[src/rtl/wb_regfile.sv]
// wb_regfile: MEM/WB staging register, write-back commit and register file.
// An instruction is captured into the stage register at one edge and
// committed at the next. Read ports bypass the pending commit.
// Ports:
//   clk, rst_n                  clock, async active-low reset
//   wb_valid, instruction       MEM presents an instruction / its opcode
//   alu_output, data_from_mem   candidate write-back values
//   reg_nos                     destination index
//   stall, flush                hold stage / discard staged instruction
//   rs1, rs2 -> rs1_data, rs2_data   combinational read ports (bypassed)
//   reg_flat                    committed registers, reg i at [i*DATA_W +: DATA_W]
//   retired                     committed-instruction counter (wraps)
//   err_rd                      sticky illegal-destination flag
module wb_regfile #(
    parameter int unsigned DATA_W   = 16,
    parameter int unsigned NUM_REGS = 8,
    parameter int unsigned RD_W     = 4,
    parameter int unsigned CNT_W    = 16
) (
    input  logic                       clk,
    input  logic                       rst_n,
    input  logic                       wb_valid,
    input  logic [3:0]                 instruction,
    input  logic [DATA_W-1:0]          alu_output,
    input  logic [DATA_W-1:0]          data_from_mem,
    input  logic [RD_W-1:0]            reg_nos,
    input  logic                       stall,
    input  logic                       flush,
    input  logic [RD_W-1:0]            rs1,
    input  logic [RD_W-1:0]            rs2,
    output logic [DATA_W-1:0]          rs1_data,
    output logic [DATA_W-1:0]          rs2_data,
    output logic [NUM_REGS*DATA_W-1:0] reg_flat,
    output logic [CNT_W-1:0]           retired,
    output logic                       err_rd
);

    localparam int unsigned IDX_W   = (NUM_REGS > 1) ? $clog2(NUM_REGS) : 1;
    localparam logic [3:0]  OP_LOAD = 4'b0011;

    logic                               stage_valid;
    logic                               stage_we;
    logic                               stage_bad;
    logic [RD_W-1:0]                    stage_rd;
    logic [DATA_W-1:0]                  stage_data;
    logic [NUM_REGS-1:0][DATA_W-1:0]    regs;

    logic                               advance_c;
    logic                               commit_c;
    logic                               class_writes_c;
    logic                               rd_ok_c;
    logic [DATA_W-1:0]                  sel_data_c;

    // Opcodes 1xxx never write; everything else writes ALU or load data.
    assign class_writes_c = ~instruction[3];
    assign rd_ok_c        = (32'(reg_nos) < NUM_REGS);
    assign sel_data_c     = (instruction == OP_LOAD) ? data_from_mem : alu_output;
    assign advance_c      = ~flush & ~stall;
    assign commit_c       = stage_valid & advance_c;

    // Stage register; flush wins over stall.
    always_ff @(posedge clk or negedge rst_n) begin
        if (!rst_n) begin
            stage_valid <= 1'b0;
            stage_we    <= 1'b0;
            stage_bad   <= 1'b0;
            stage_rd    <= '0;
            stage_data  <= '0;
        end else if (flush) begin
            stage_valid <= 1'b0;
        end else if (!stall) begin
            stage_valid <= wb_valid;
            if (wb_valid) begin
                stage_we   <= class_writes_c & rd_ok_c;
                stage_bad  <= class_writes_c & ~rd_ok_c;
                stage_rd   <= reg_nos;
                stage_data <= sel_data_c;
            end
        end
    end

    // Register file commit; stage_we is only set for in-range destinations.
    always_ff @(posedge clk or negedge rst_n) begin
        if (!rst_n) begin
            regs <= '0;
        end else if (commit_c && stage_we) begin
            regs[stage_rd[IDX_W-1:0]] <= stage_data;
        end
    end

    // Retired counter and sticky error, both updated at commit.
    always_ff @(posedge clk or negedge rst_n) begin
        if (!rst_n) begin
            retired <= '0;
            err_rd  <= 1'b0;
        end else if (commit_c) begin
            retired <= retired + CNT_W'(1);
            if (stage_bad) begin
                err_rd <= 1'b1;
            end
        end
    end

    // Read port 1: youngest staged value first, then committed state.
    always_comb begin
        rs1_data = '0;
        if (stage_valid && stage_we && (stage_rd == rs1)) begin
            rs1_data = stage_data;
        end else if (32'(rs1) < NUM_REGS) begin
            rs1_data = regs[rs1[IDX_W-1:0]];
        end
    end

    // Read port 2: same bypass rule as port 1.
    always_comb begin
        rs2_data = '0;
        if (stage_valid && stage_we && (stage_rd == rs2)) begin
            rs2_data = stage_data;
        end else if (32'(rs2) < NUM_REGS) begin
            rs2_data = regs[rs2[IDX_W-1:0]];
        end
    end

    assign reg_flat = regs;

endmodule

[config.mk]
export PLATFORM = sky130hd
export DESIGN_NAME = wb_regfile
export DESIGN_NICKNAME = d
export VERILOG_FILES = /design/src/rtl/wb_regfile.sv
export SDC_FILE = /design/constraint.sdc
export NUM_CORES = 1
export LEC_CHECK = 0
export CORE_MARGIN = 2
export CORE_UTILIZATION = 35
export CTS_BUF_LIST = sky130_fd_sc_hd__clkbuf_2
export DETAILED_ROUTE_END_ITERATION = 6
export HOLD_SLACK_MARGIN = 0.12
export PLACE_DENSITY = 0.72
export SLEW_MARGIN = 10
export SYNTH_ARGS = -nofsm -noshare
export SYNTH_HDL_FRONTEND = slang
export SYNTH_SLANG_ARGS = --single-unit
[constraint.sdc]
create_clock -name clk -period 6.2 [get_ports clk]
set_input_delay 1.24 -clock clk [delete_from_list [all_inputs] [get_ports clk]]
set_output_delay 1.24 -clock clk [all_outputs]
set_load 0.01 [all_outputs]
Word level (Yosys, flattened, before mapping)
Index checks and enable logic that the tools add are counted.
Storage, ports and cells
  output and inout bits: 177
  word-level logic and storage cells: 56
  register bits after elaboration: 168
Operators by class
  $add $sub $neg: 1
  bitwise operators: 8
  order comparisons: 7
  reduce and logical (&&, ||, !) cells: 7
  eq/ne operators: 4
  mux-type cells: 14
Operators by type and width (count)
  $bwmux 128: 1
  $mux 16: 8
  $bmux 16 s3: 2
  $demux 16 s3: 1
  $add 16x1->16 const B: 1
  $lt 3x4->1 const B: 3
  $lt 4x4->1 const B: 3
  $eq 4x4->1: 2
  $logic_and 1x1->1: 5
  $and 1x1->1: 4
  $eq 4x2->1 const B: 1
  $not 1->1: 4
  $ge 3x1->1 const B: 1
  $reduce_and 3->1: 1
  $mux 1: 2
  $ne 2x1->1 const B: 1
  $reduce_and 2->1: 1

Depth between registers and ports, before layout
Gate-level depths: netlist of run 1.
  depth in word-level cells: 5
  depth in mapped cells: 7

Worst setup path after synthesis of run 1
OpenSTA, ideal clock, no wires.
  path kind: in2out
  from: input port rs2[0]
  to: output port rs2_data[0]
  data required time: 4.960 ns
  path slack: 2.164 ns
  stages on the path: 5
  path buffers: 2
  arrival: 2.796 ns
  path through: clkbuf_1 -> buf_2 -> mux4_2 -> mux2_2 -> a22o_1
On the way
  word-level cells in the longest chain between the ends: 4
  elaborated cells on any way between the ends: 7
Ends and longest elaborated chain
  from (decl): RTL line 30  | input logic [RD_W-1:0] rs2,
  $bmux 16 s3: RTL line 120  | rs2_data = regs[rs2[IDX_W-1:0]];
  $mux 16 (not written as such): RTL line 120
  $mux 16: RTL line 119  | end else if (32'(rs2) < NUM_REGS) begin
  $mux 16 (*): RTL line 117  | if (stage_valid && stage_we && (stage_rd == rs2)) begin
  to (decl): RTL line 32  | output logic [DATA_W-1:0] rs2_data,
Every way passes the cells marked *; elsewhere a longest branch is shown, timed or not. The select of a mux whose other input is x is not followed.

Worst setup path after layout of run 1
  from: input port rs2[2]
  to: output port rs2_data[14]
The elaborated chain is that of the path after synthesis.

==> summary.txt, run 1 <==
Clock tree
  – Clock-pin slew reported for the worst setup and hold paths after clock tree synthesis: 0.24 ns
  – Maximum count of clock buffers along a single path: 2
  – Cell chosen for the clock root: sky130_fd_sc_hd__clkbuf_2
  – Number of buffers created by CTS: 17
  – H-tree level count: 4
  – CTS Hold Buffers Added: 0
  – Number of sinks driven by the clock tree: 168
  – CTS tree: done
  – CTS-repair resized insts: 0
  – Clock network latency to the later pin of the worst-skew pair: 0.73 ns
  – Number of buffers inserted by post-CTS setup repair: 0

Global routing
  – Largest net degree at the start of global routing: 75
  – Number of global-route vias before repair: 6,539
  – First-pass GRT wire length: 41.57 mm
  – GRT overflow: 0
  – Number of antenna violations at the first check in global routing: 2
  – GRT Util Overall: 21.10%

Setup path
  – R2R setup slack: 3.43 ns
  – Kind of capture point of the worst setup path: output port
  – Depth of the worst register-to-register path: 5
  – Req. time, crit path: 4.96 ns
  – Critical Setup Path Class: input pin to output port
  – Capture instance of the worst register-to-register path: reg_flat[74]
  – CP startpoint kind: input pin
  – Endpoint of the worst setup timing path: rs2_data[14]
  – Crit path arrival time: 3.97 ns
  – Origin of the critical flop-to-flop path: stage_valid
  – Launching instance or port of the critical path: rs2[2]
  – Critical Path Fanout Max: 9

Timing
  – Post-route worst hold slack: 0.4694 ns
  – Setup TNS: 0 ns
  – Top achievable clock speed: 191.9 MHz
  – Post-route clock period utilization: 84.04%
  – Post-route setup slack: 0.9897 ns
  – Transition time of the tightest slew-check pin: 1.329 ns
  – Final Hold Fails: 0
  – RSZ-0062 raised after global routing: false
  – Final count of pins violating max slew: 0
  – Slew HR: 11.40%
  – Minimum period implied by the final worst setup slack: 5.210 ns
  – Final setup vio count: 0
  – Clock Skew: 0.02891 ns

Floorplan
  – Effective utilization at floorplan: 35.53%
  – Placement row count: 58
  – Boundary pin count: 230
  – Horizontal die dimension: 163.7 um
  – Chip height: 163.7 um
  – Placeable core area: 25,110 um^2
  – Area of the die: 26,780 um^2

Place
  – Final Wtd Congestion: 0.7559
  – Setup slack after placement: 0.9689 ns
  – Dpl cells: 1,148
  – HPWL reported at the end of detailed placement: 18.77 mm
  – Area after DPL: 11,520 um^2
  – Count of port buffers added during placement: 229

Yosys
  – Most used flip-flop cell after synthesis: sky130_fd_sc_hd__dfrtp_1
  – Sequential-to-total area share from yosys stat: 47.12%
  – Dominant cell type by area after synthesis: sky130_fd_sc_hd__dfrtp_1
  – Library cells used by synthesis: 39
  – Ys async rst share: 100.0%
  – Number of nets produced by synthesis: 682
  – Number of cells produced by synthesis: 628
  – Total of warnings raised by yosys: 0
  – Synth area leaders: sky130_fd_sc_hd__dfrtp_1, sky130_fd_sc_hd__mux4_2, sky130_fd_sc_hd__mux2_2, sky130_fd_sc_hd__mux2i_1, sky130_fd_sc_hd__mux2_1
  – #FFs+latches synth: 168
  – Post-Synthesis Cell Area: 8921 um^2
  – Post-synth EDFFs: 0
  – Share of Yosys cell area claimed by the top area cell type: 47.12%
  – Avg Inst Size Synth: 14.21 um^2

Routing
  – Detailed Route Iter0 Violations: 420
  – Total vias in the final route: 6,404
  – DRC violation count after routing: 0
  – Aggregate routed wire length: 27.62 mm
  – Wire per inst: 23.39 um
  – Number of optimization iterations in the first detailed-route pass: 4
  – Post-route antenna net violation count: 0
  – Post-DR vias/cell: 5.423

Min path
  – Type of the worst min-delay path: input pin to async pin

Final layout
  – Number of cells in the finished layout apart from fillers: 1,181
  – Area added between synthesis and finish: 32.24%
  – Final design area excluding fillers: 11,800 um^2
  – Area taken by multi-input logic gates: 4472 um^2
  – Fin nets: 891
  – Final core area utilization: 46.99%
  – Area taken by flip-flops and latches: 4204 um^2
  – Layout cell share with drive strength beyond 1: 30.00%
  – Fillcell total: 2,322

Flow run
  – Max capacitance violation total: 0

Power
  – Worst supply voltage drop on vdd: 0.0001290 V
  – Cell leakage power: 5.155 nW
  – Areal power density over the cells: 196.4 nW/um^2
  – Final Power: 2.317 mW

Outcome
  – Result of the run: completed
[routing by layer]
metal	share of wire (%)	GRT usage (%)	up-vias
met5	0.043	0	-
met4	2.0	6.499	2
met3	6.1	4.977	41
met2	48	33.35	238
met1	44	28.88	3333
li1	-	-	2790
[area by class of cell]
class                   count  share of cell area (%)
multi-input cells         397                   37.90
clock inverters            12                   1.495
well taps                 330                   3.500
inverters                   5                  0.1591
diodes                      1                 0.02121
flip-flops and latches    168                   35.63
repair buffers            248                   20.44
clock buffers              20                  0.8484
[Yosys cell counts, types with 2 or more instances]
master	number
sky130_fd_sc_hd__mux2i_1	33
sky130_fd_sc_hd__dfrtp_1	168
sky130_fd_sc_hd__and2_1	3
sky130_fd_sc_hd__o2bb2ai_1	16
sky130_fd_sc_hd__nand3b_1	3
sky130_fd_sc_hd__xnor2_1	10
sky130_fd_sc_hd__buf_6	2
sky130_fd_sc_hd__inv_1	5
sky130_fd_sc_hd__nor3b_4	2
sky130_fd_sc_hd__mux4_2	64
sky130_fd_sc_hd__nor4_1	2
sky130_fd_sc_hd__mux2_1	21
sky130_fd_sc_hd__xor2_1	13
sky130_fd_sc_hd__nand3_1	6
sky130_fd_sc_hd__nor3_1	3
sky130_fd_sc_hd__nand4_1	3
sky130_fd_sc_hd__o21ai_0	17
sky130_fd_sc_hd__buf_2	15
sky130_fd_sc_hd__nand2_1	38
sky130_fd_sc_hd__nor2_1	8
sky130_fd_sc_hd__clkbuf_1	39
sky130_fd_sc_hd__mux2_2	124
sky130_fd_sc_hd__a22o_1	16
sky130_fd_sc_hd__buf_4	2
[sequential cells by signal (all words and copies together), names as in the netlist]
register and flops:
reg_flat 128, retired 16, stage_data 16, stage_rd 4, err_rd 1, stage_bad 1, stage_valid 1, stage_we 1
[worst min-delay path by stage]
stage / cells past startpoint / endpoint / slack, ns / startpoint
floorplan: 2 / stage_bad / 0.44 / stage_bad
global placement: 1 / err_rd / 0.45 / err_rd
detailed placement: 1 / err_rd / 0.46 / err_rd
CTS: 1 / reg_flat[89] / 0.41 / rst_n
global route: 1 / stage_data[9] / 0.42 / rst_n
finish: 1 / reg_flat[75] / 0.47 / rst_n
[kinds of logic (layout without fill, tap and decap cells)]
logic type | after synthesis | after routing | share of synthesized area [%]
AOI/OAI and AO/OA | 53 | 53 | 4.516
xor gates and xnor gates | 23 | 23 | 2.258
adders and majority gates | 1 | 1 | 0.1402
buffers and inverters | 63 | 285 | 3.114
DFF | 168 | 168 | 47.12
muxes | 242 | 242 | 38.16
other | 0 | 1 | 0
and+or+nand+nor | 78 | 78 | 4.685
[report_power, final]
part           internal, mW  switching [mW]
sequential             1.16           0.112
clock                 0.270           0.390
combinational         0.215           0.168
[cell usage in the layout, fill, tap and decap left out, drive strengths merged, types with 5 or more instances in the layout]
cell / instances
clkdlybuf4s50: 223
dfrtp: 168
mux2: 145
mux4: 64
nand2: 39
mux2i: 33
buf: 25
clkbuf: 20
o21ai: 17
o2bb2ai: 16
a22o: 16
xor2: 13
xnor2: 10
nor2: 9
clkinv: 7
nand3: 6
inv: 5
nor3: 5
[worst max-delay path, stage by stage]
cell and delay, ns:
sky130_fd_sc_hd__clkdlybuf4s50_1 0.50, sky130_fd_sc_hd__xor2_1 0.18, sky130_fd_sc_hd__nor4_1 0.43, sky130_fd_sc_hd__and2_1 0.58
sky130_fd_sc_hd__buf_4 0.30, sky130_fd_sc_hd__a22o_1 0.19, sky130_fd_sc_hd__clkdlybuf4s50_1 0.55
(Power assumes the default switching activity.)
==> inputs of run 2 (changes only) <==
--- a/config.mk
+++ b/config.mk
@@ -10,7 +10,7 @@
 export CTS_BUF_LIST = sky130_fd_sc_hd__clkbuf_2
 export DETAILED_ROUTE_END_ITERATION = 6
 export HOLD_SLACK_MARGIN = 0.12
-export PLACE_DENSITY = 0.72
+export PLACE_DENSITY = 0.74
 export SLEW_MARGIN = 10
 export SYNTH_ARGS = -nofsm -noshare
 export SYNTH_HDL_FRONTEND = slang
==> constraint.sdc (replaced) <==
create_clock -name clk -period 4.3 [get_ports clk]
set_input_delay 0.86 -clock clk [delete_from_list [all_inputs] [get_ports clk]]
set_output_delay 0.86 -clock clk [all_outputs]
set_load 0.01 [all_outputs]
==> run 2 against run 1 <==
Cell count is 0.51% higher. Critical path depth is 1 lower. Worst setup slack lost 0.79 ns. Total power grew 42%. Critical endpoint is now rs2_data[6]. Core utilization up 0.46 points. Hold slack better by 0.021 ns. Wire length grew 0.60%. Via count is essentially flat. Largest power group unchanged. Clock-buffer cell count fell by 3. Cell area increased by 0.99%. Clock power rose by 34%. Sequential power up 45%.
==> summary.txt, run 2 (synthesis results as in run 1) <==
Global routing
  – First-pass GRT wire length: 41.75 mm
  – GRT Util Overall: 21.17%
  – Number of antenna violations at the first check in global routing: 1
  – GRT overflow: 0
  – Largest net degree at the start of global routing: 83
  – Number of global-route vias before repair: 6,759

Routing
  – Number of optimization iterations in the first detailed-route pass: 4
  – Detailed Route Iter0 Violations: 409
  – Post-DR vias/cell: 5.393
  – Total vias in the final route: 6,402
  – Wire per inst: 23.41 um
  – Post-route antenna net violation count: 0
  – DRC violation count after routing: 0
  – Aggregate routed wire length: 27.79 mm

Setup path
  – Req. time, crit path: 3.44 ns
  – Crit path arrival time: 3.25 ns
  – CP startpoint kind: register
  – Kind of capture point of the worst setup path: output port
  – Critical Setup Path Class: register to output port
  – Capture instance of the worst register-to-register path: reg_flat[101]
  – Depth of the worst register-to-register path: 5
  – Critical Path Fanout Max: 11
  – Origin of the critical flop-to-flop path: stage_valid
  – R2R setup slack: 1.67 ns

Floorplan
  – Area of the die: 26,780 um^2
  – Placement row count: 58
  – Chip height: 163.7 um
  – Horizontal die dimension: 163.7 um
  – Effective utilization at floorplan: 35.53%
  – Placeable core area: 25,110 um^2
  – Boundary pin count: 230

Final layout
  – Number of flip-flops under the largest register name: 128
  – Number of cells in the finished layout apart from fillers: 1,187
  – Final core area utilization: 47.45%
  – Final design area excluding fillers: 11,910 um^2
  – Fin nets: 897
  – Layout cell share with drive strength beyond 1: 30.72%
  – Area added between synthesis and finish: 33.55%
  – Commonest cells after routing, fill and taps aside: sky130_fd_sc_hd__clkdlybuf4s50_1, sky130_fd_sc_hd__dfrtp_1, sky130_fd_sc_hd__mux2_2, sky130_fd_sc_hd__mux4_2, sky130_fd_sc_hd__nand2_1
  – Most common library cell in the layout ignoring fill and taps: sky130_fd_sc_hd__clkdlybuf4s50_1

Clock tree
  – Number of sinks driven by the clock tree: 168
  – CTS tree: done
  – Number of buffers created by CTS: 17
  – Clock-pin slew reported for the worst setup and hold paths after clock tree synthesis: 0.28 ns
  – Clock network latency to the later pin of the worst-skew pair: 0.75 ns
  – Maximum count of clock buffers along a single path: 2
  – H-tree level count: 4
  – Cell chosen for the clock root: sky130_fd_sc_hd__clkbuf_2

Timing
  – Post-route clock period utilization: 95.47%
  – RSZ-0062 raised after global routing: false
  – Final setup vio count: 0
  – Minimum period implied by the final worst setup slack: 4.105 ns
  – Transition time of the tightest slew-check pin: 1.075 ns
  – Final Hold Fails: 0
  – Slew HR: 28.12%
  – Final count of pins violating max slew: 0
  – Clock Skew: 0.03281 ns
  – Top achievable clock speed: 243.6 MHz
  – Setup TNS: 0 ns

Min path
  – Worst min-delay path endpoint: retired[15]
  – Hold path startpoint: retired[15]
  – Type of the worst min-delay path: register to register
  – Instance count along the most critical hold path: 1

Flow run
  – Max capacitance violation total: 0

Place
  – Dpl cells: 1,153
  – Area after DPL: 11,650 um^2
  – HPWL reported at the end of detailed placement: 18.77 mm
  – Count of port buffers added during placement: 229
  – Final Wtd Congestion: 0.7889

Power
  – Areal power density over the cells: 275.6 nW/um^2
  – Cell leakage power: 5.184 nW
  – Worst supply voltage drop on vdd: 0.0002431 V

Outcome
  – Result of the run: completed
-- run 2: report_power, final --
part / internal, mW / switching, mW / leakage (nW) / total [mW]
clock: 0.236 / 0.648 / 0.137 / 0.884
combinational: 0.317 / 0.244 / 2.76 / 0.561
sequential: 1.68 / 0.162 / 2.29 / 1.84
-- run 2: worst max path at each step --
stage / from / to / slack [ns]
floorplan: rs2[0] / rs2_data[0] / 1.02
global placement: rs2[2] / rs2_data[6] / 0.26
detailed placement: rs2[2] / rs2_data[11] / 0.25
CTS: stage_rd[2] / rs2_data[11] / 0.01
global route: stage_rd[2] / rs2_data[8] / 0.002
finish: stage_rd[2] / rs2_data[6] / 0.19
-- run 2: cell type report --
cell class,count,area [um^2]
Antenna cell,1,2.502
Clock buffer,17,85.08
Clock inverter,15,162.7
Fill cell,2265,13200
Inverter,5,18.77
Multi-Input combinational cell,397,4479
Sequential cell,168,4207
Tap cell,330,412.9
Timing Repair Buffer,254,2546
-- run 2: per-layer routing --
| metal | global-route usage (%) | share of wire, % | vias to the layer above |
|---|---|---|---|
| li1 | - | - | 2795 |
| met1 | 28.22 | 44 | 3344 |
| met2 | 34.72 | 48 | 242 |
| met3 | 5.790 | 6.6 | 21 |
| met4 | 4.386 | 1.0 | 0 |
| met5 | 0 | 0 | - |
-- run 2: what timing repair did --
item / in CTS / in global routing
endpoints found under the setup margin: 0 / 16
gates resized for setup: 0 / 2
hold buffers: 1 / 0
setup buffers: 0 / 0
endpoints found under the hold margin: 63 / 0
-- run 2: critical path: stages, from the launching register on --
cell	delay, ns
sky130_fd_sc_hd__dfrtp_2	0.58
sky130_fd_sc_hd__xor2_1	0.19
sky130_fd_sc_hd__nor4_1	0.53
sky130_fd_sc_hd__and2_1	0.24
sky130_fd_sc_hd__buf_4	0.23
sky130_fd_sc_hd__a22o_1	0.16
sky130_fd_sc_hd__clkdlybuf4s50_1	0.58
-- run 2: per-stage QoR --
step / setup WS (ns) / hold WS, ns / total power, mW
2_1_floorplan: 1.024 / 0.4392 / 2.099
5_1_grt: 0.001774 / 0.5146 / 3.457
3_5_place_dp: 0.2545 / 0.4611 / 2.429
4_1_cts: 0.01272 / 0.4988 / 3.325
3_3_place_gp: 0.2625 / 0.4585 / 2.417
6_report: 0.1950 / 0.4904 / 3.283
==> inputs of run 3 (changes only) <==
--- a/config.mk
+++ b/config.mk
@@ -5,6 +5,7 @@
 export SDC_FILE = /design/constraint.sdc
 export NUM_CORES = 1
 export LEC_CHECK = 0
+export CORE_ASPECT_RATIO = 0.5
 export CORE_MARGIN = 2
 export CORE_UTILIZATION = 35
 export CTS_BUF_LIST = sky130_fd_sc_hd__clkbuf_2
==> run 3 against run 2 <==
Sequential share of layout area down 0.11 points. Wire length decreased by 0.99%. Clock skew up 0.00076 ns. Global-route usage down 0.40 points. Highest routed layer unchanged. Combinational power rose by 0.7%. Via count down 0.78%. Sequential cell count stayed put. Critical path type unchanged. Largest power group unchanged.
==> summary.txt, run 3 (synthesis results as in run 1) <==
Timing
  – Final count of pins violating max slew: 0
  – Minimum period implied by the final worst setup slack: 4.124 ns
  – Clock Skew: 0.03357 ns
  – Setup TNS: 0 ns
  – Final Hold Fails: 0
  – Final setup vio count: 0
  – Transition time of the tightest slew-check pin: 0.9520 ns
  – Post-route clock period utilization: 95.91%
  – Top achievable clock speed: 242.5 MHz
  – RSZ-0062 raised after global routing: false
  – Slew HR: 36.53%

Global routing
  – GRT Util Overall: 20.77%
  – Number of global-route vias before repair: 6,625
  – Largest net degree at the start of global routing: 104
  – First-pass GRT wire length: 41.58 mm
  – GRT overflow: 0
  – Number of antenna violations at the first check in global routing: 1

Final layout
  – Commonest cells after routing, fill and taps aside: sky130_fd_sc_hd__clkdlybuf4s50_1, sky130_fd_sc_hd__dfrtp_1, sky130_fd_sc_hd__mux2_2, sky130_fd_sc_hd__mux4_2, sky130_fd_sc_hd__nand2_1
  – Layout cell share with drive strength beyond 1: 30.81%
  – Fin nets: 901
  – Most common library cell in the layout ignoring fill and taps: sky130_fd_sc_hd__clkdlybuf4s50_1
  – Number of cells in the finished layout apart from fillers: 1,205
  – Area added between synthesis and finish: 33.87%
  – Number of flip-flops under the largest register name: 128

Floorplan
  – Placement row count: 41
  – Placeable core area: 25,140 um^2
  – Horizontal die dimension: 229.8 um
  – Area of the die: 26,860 um^2
  – Boundary pin count: 230
  – Effective utilization at floorplan: 35.49%
  – Chip height: 116.9 um

Setup path
  – Endpoint of the worst setup timing path: rs1_data[15]
  – Capture instance of the worst register-to-register path: reg_flat[72]
  – Ordered cell list for the critical path: xnor2_1, nand2_1, nor4_4, buf_4, o2bb2ai_1, clkdlybuf4s50_1
  – Origin of the critical flop-to-flop path: stage_valid
  – Critical Setup Path Class: register to output port
  – Kind of capture point of the worst setup path: output port
  – Req. time, crit path: 3.44 ns
  – R2R setup slack: 1.62 ns
  – Depth of the worst register-to-register path: 5
  – Launching instance or port of the critical path: stage_rd[2]
  – Crit path arrival time: 3.26 ns
  – Slowest stage delay, CP: 0.68 ns
  – Max stage delay cell, worst path: sky130_fd_sc_hd__dfrtp_1
  – Critical Path Fanout Max: 11
  – CP startpoint kind: register

Place
  – Dpl cells: 1,172
  – HPWL reported at the end of detailed placement: 19.99 mm
  – Final Wtd Congestion: 0.8469
  – Count of port buffers added during placement: 229

Flow run
  – Max capacitance violation total: 0

Clock tree
  – Cell chosen for the clock root: sky130_fd_sc_hd__clkbuf_2
  – Maximum count of clock buffers along a single path: 2
  – H-tree level count: 4
  – Clock-pin slew reported for the worst setup and hold paths after clock tree synthesis: 0.27 ns
  – Number of sinks driven by the clock tree: 168
  – Number of buffers inserted by post-CTS setup repair: 0
  – CTS tree: done
  – Number of buffers created by CTS: 17
  – Clock network latency to the later pin of the worst-skew pair: 0.77 ns

Routing
  – Detailed Route Iter0 Violations: 483
  – Post-DR vias/cell: 5.271
  – Total vias in the final route: 6,352
  – Wire per inst: 22.83 um
  – Number of optimization iterations in the first detailed-route pass: 5
  – Aggregate routed wire length: 27.51 mm
  – DRC violation count after routing: 0
  – Post-route antenna net violation count: 0

Power
  – Cell leakage power: 5.212 nW
  – Areal power density over the cells: 280.8 nW/um^2
  – Worst supply voltage drop on vdd: 0.0001488 V

Min path
  – Type of the worst min-delay path: input pin to async pin

Outcome
  – Result of the run: completed
run 3: worst min path at each step:
stage	to	cells after the start	from	slack, ns
after floorplan	stage_bad	2	stage_bad	0.44
after global placement	stage_bad	2	stage_bad	0.45
after detailed placement	err_rd	1	err_rd	0.45
after CTS	retired[5]	1	rst_n	0.15
after global routing	retired[5]	1	rst_n	0.12
final	retired[5]	1	rst_n	0.13
run 3: area by class of cell:
type                    instances  area [um^2]
clock buffers                  18        90.09
flip-flops and latches        168         4204
multi-input cells             397         4483
fillers                      2196        13190
diodes                          1        2.502
well taps                     344        430.4
repair buffers                258         2529
inverters                       5        18.77
clock inverters                14        185.2
run 3: what timing repair did:
item | 4_1_cts | 5_1_grt
gates resized for setup | 1 | 1
endpoints found under the hold margin | 0 | 0
hold buffers | 0 | 0
gates cloned | 0 | 0
setup endpoints to repair | 16 | 16
run 3: power by group:
part	leakage, nW	internal, mW	switching (mW)
clock	0.160	0.343	0.607
combinational	2.76	0.317	0.248
sequential	2.29	1.67	0.165
run 3: metrics by stage:
stage               utilization, %  setup slack (ns)  hold slack, ns  power, mW  instance area, um^2
finish                       47.51            0.1759          0.1257      3.354                11940
global placement             46.35           0.04088          0.4513      2.415                11650
detailed placement           46.35          0.009710          0.4533      2.436                11650
floorplan                        -             1.024          0.4392      2.099                 8921
global route                 47.51          0.005642          0.1250      3.516                11940
CTS                          47.48           0.07087          0.1517      3.381                11930
run 3: critical path, delay by kind of cell, from the launching register on:
family,cells,cell delay (ns)
xor+xnor,1,0.17
compound gates,1,0.15
flops,1,0.68
buf+inv,2,0.85
simple gates,2,0.66
run 3: routing by layer:
| metal | share of wire, % | track usage (%) | up-vias |
|---|---|---|---|
| met3 | 3.9 | 3.731 | 38 |
| met2 | 51 | 36.19 | 161 |
| met5 | 0 | 0 | - |
| li1 | - | - | 2825 |
| met1 | 42 | 26.32 | 3328 |
| met4 | 3.0 | 8.043 | 0 |
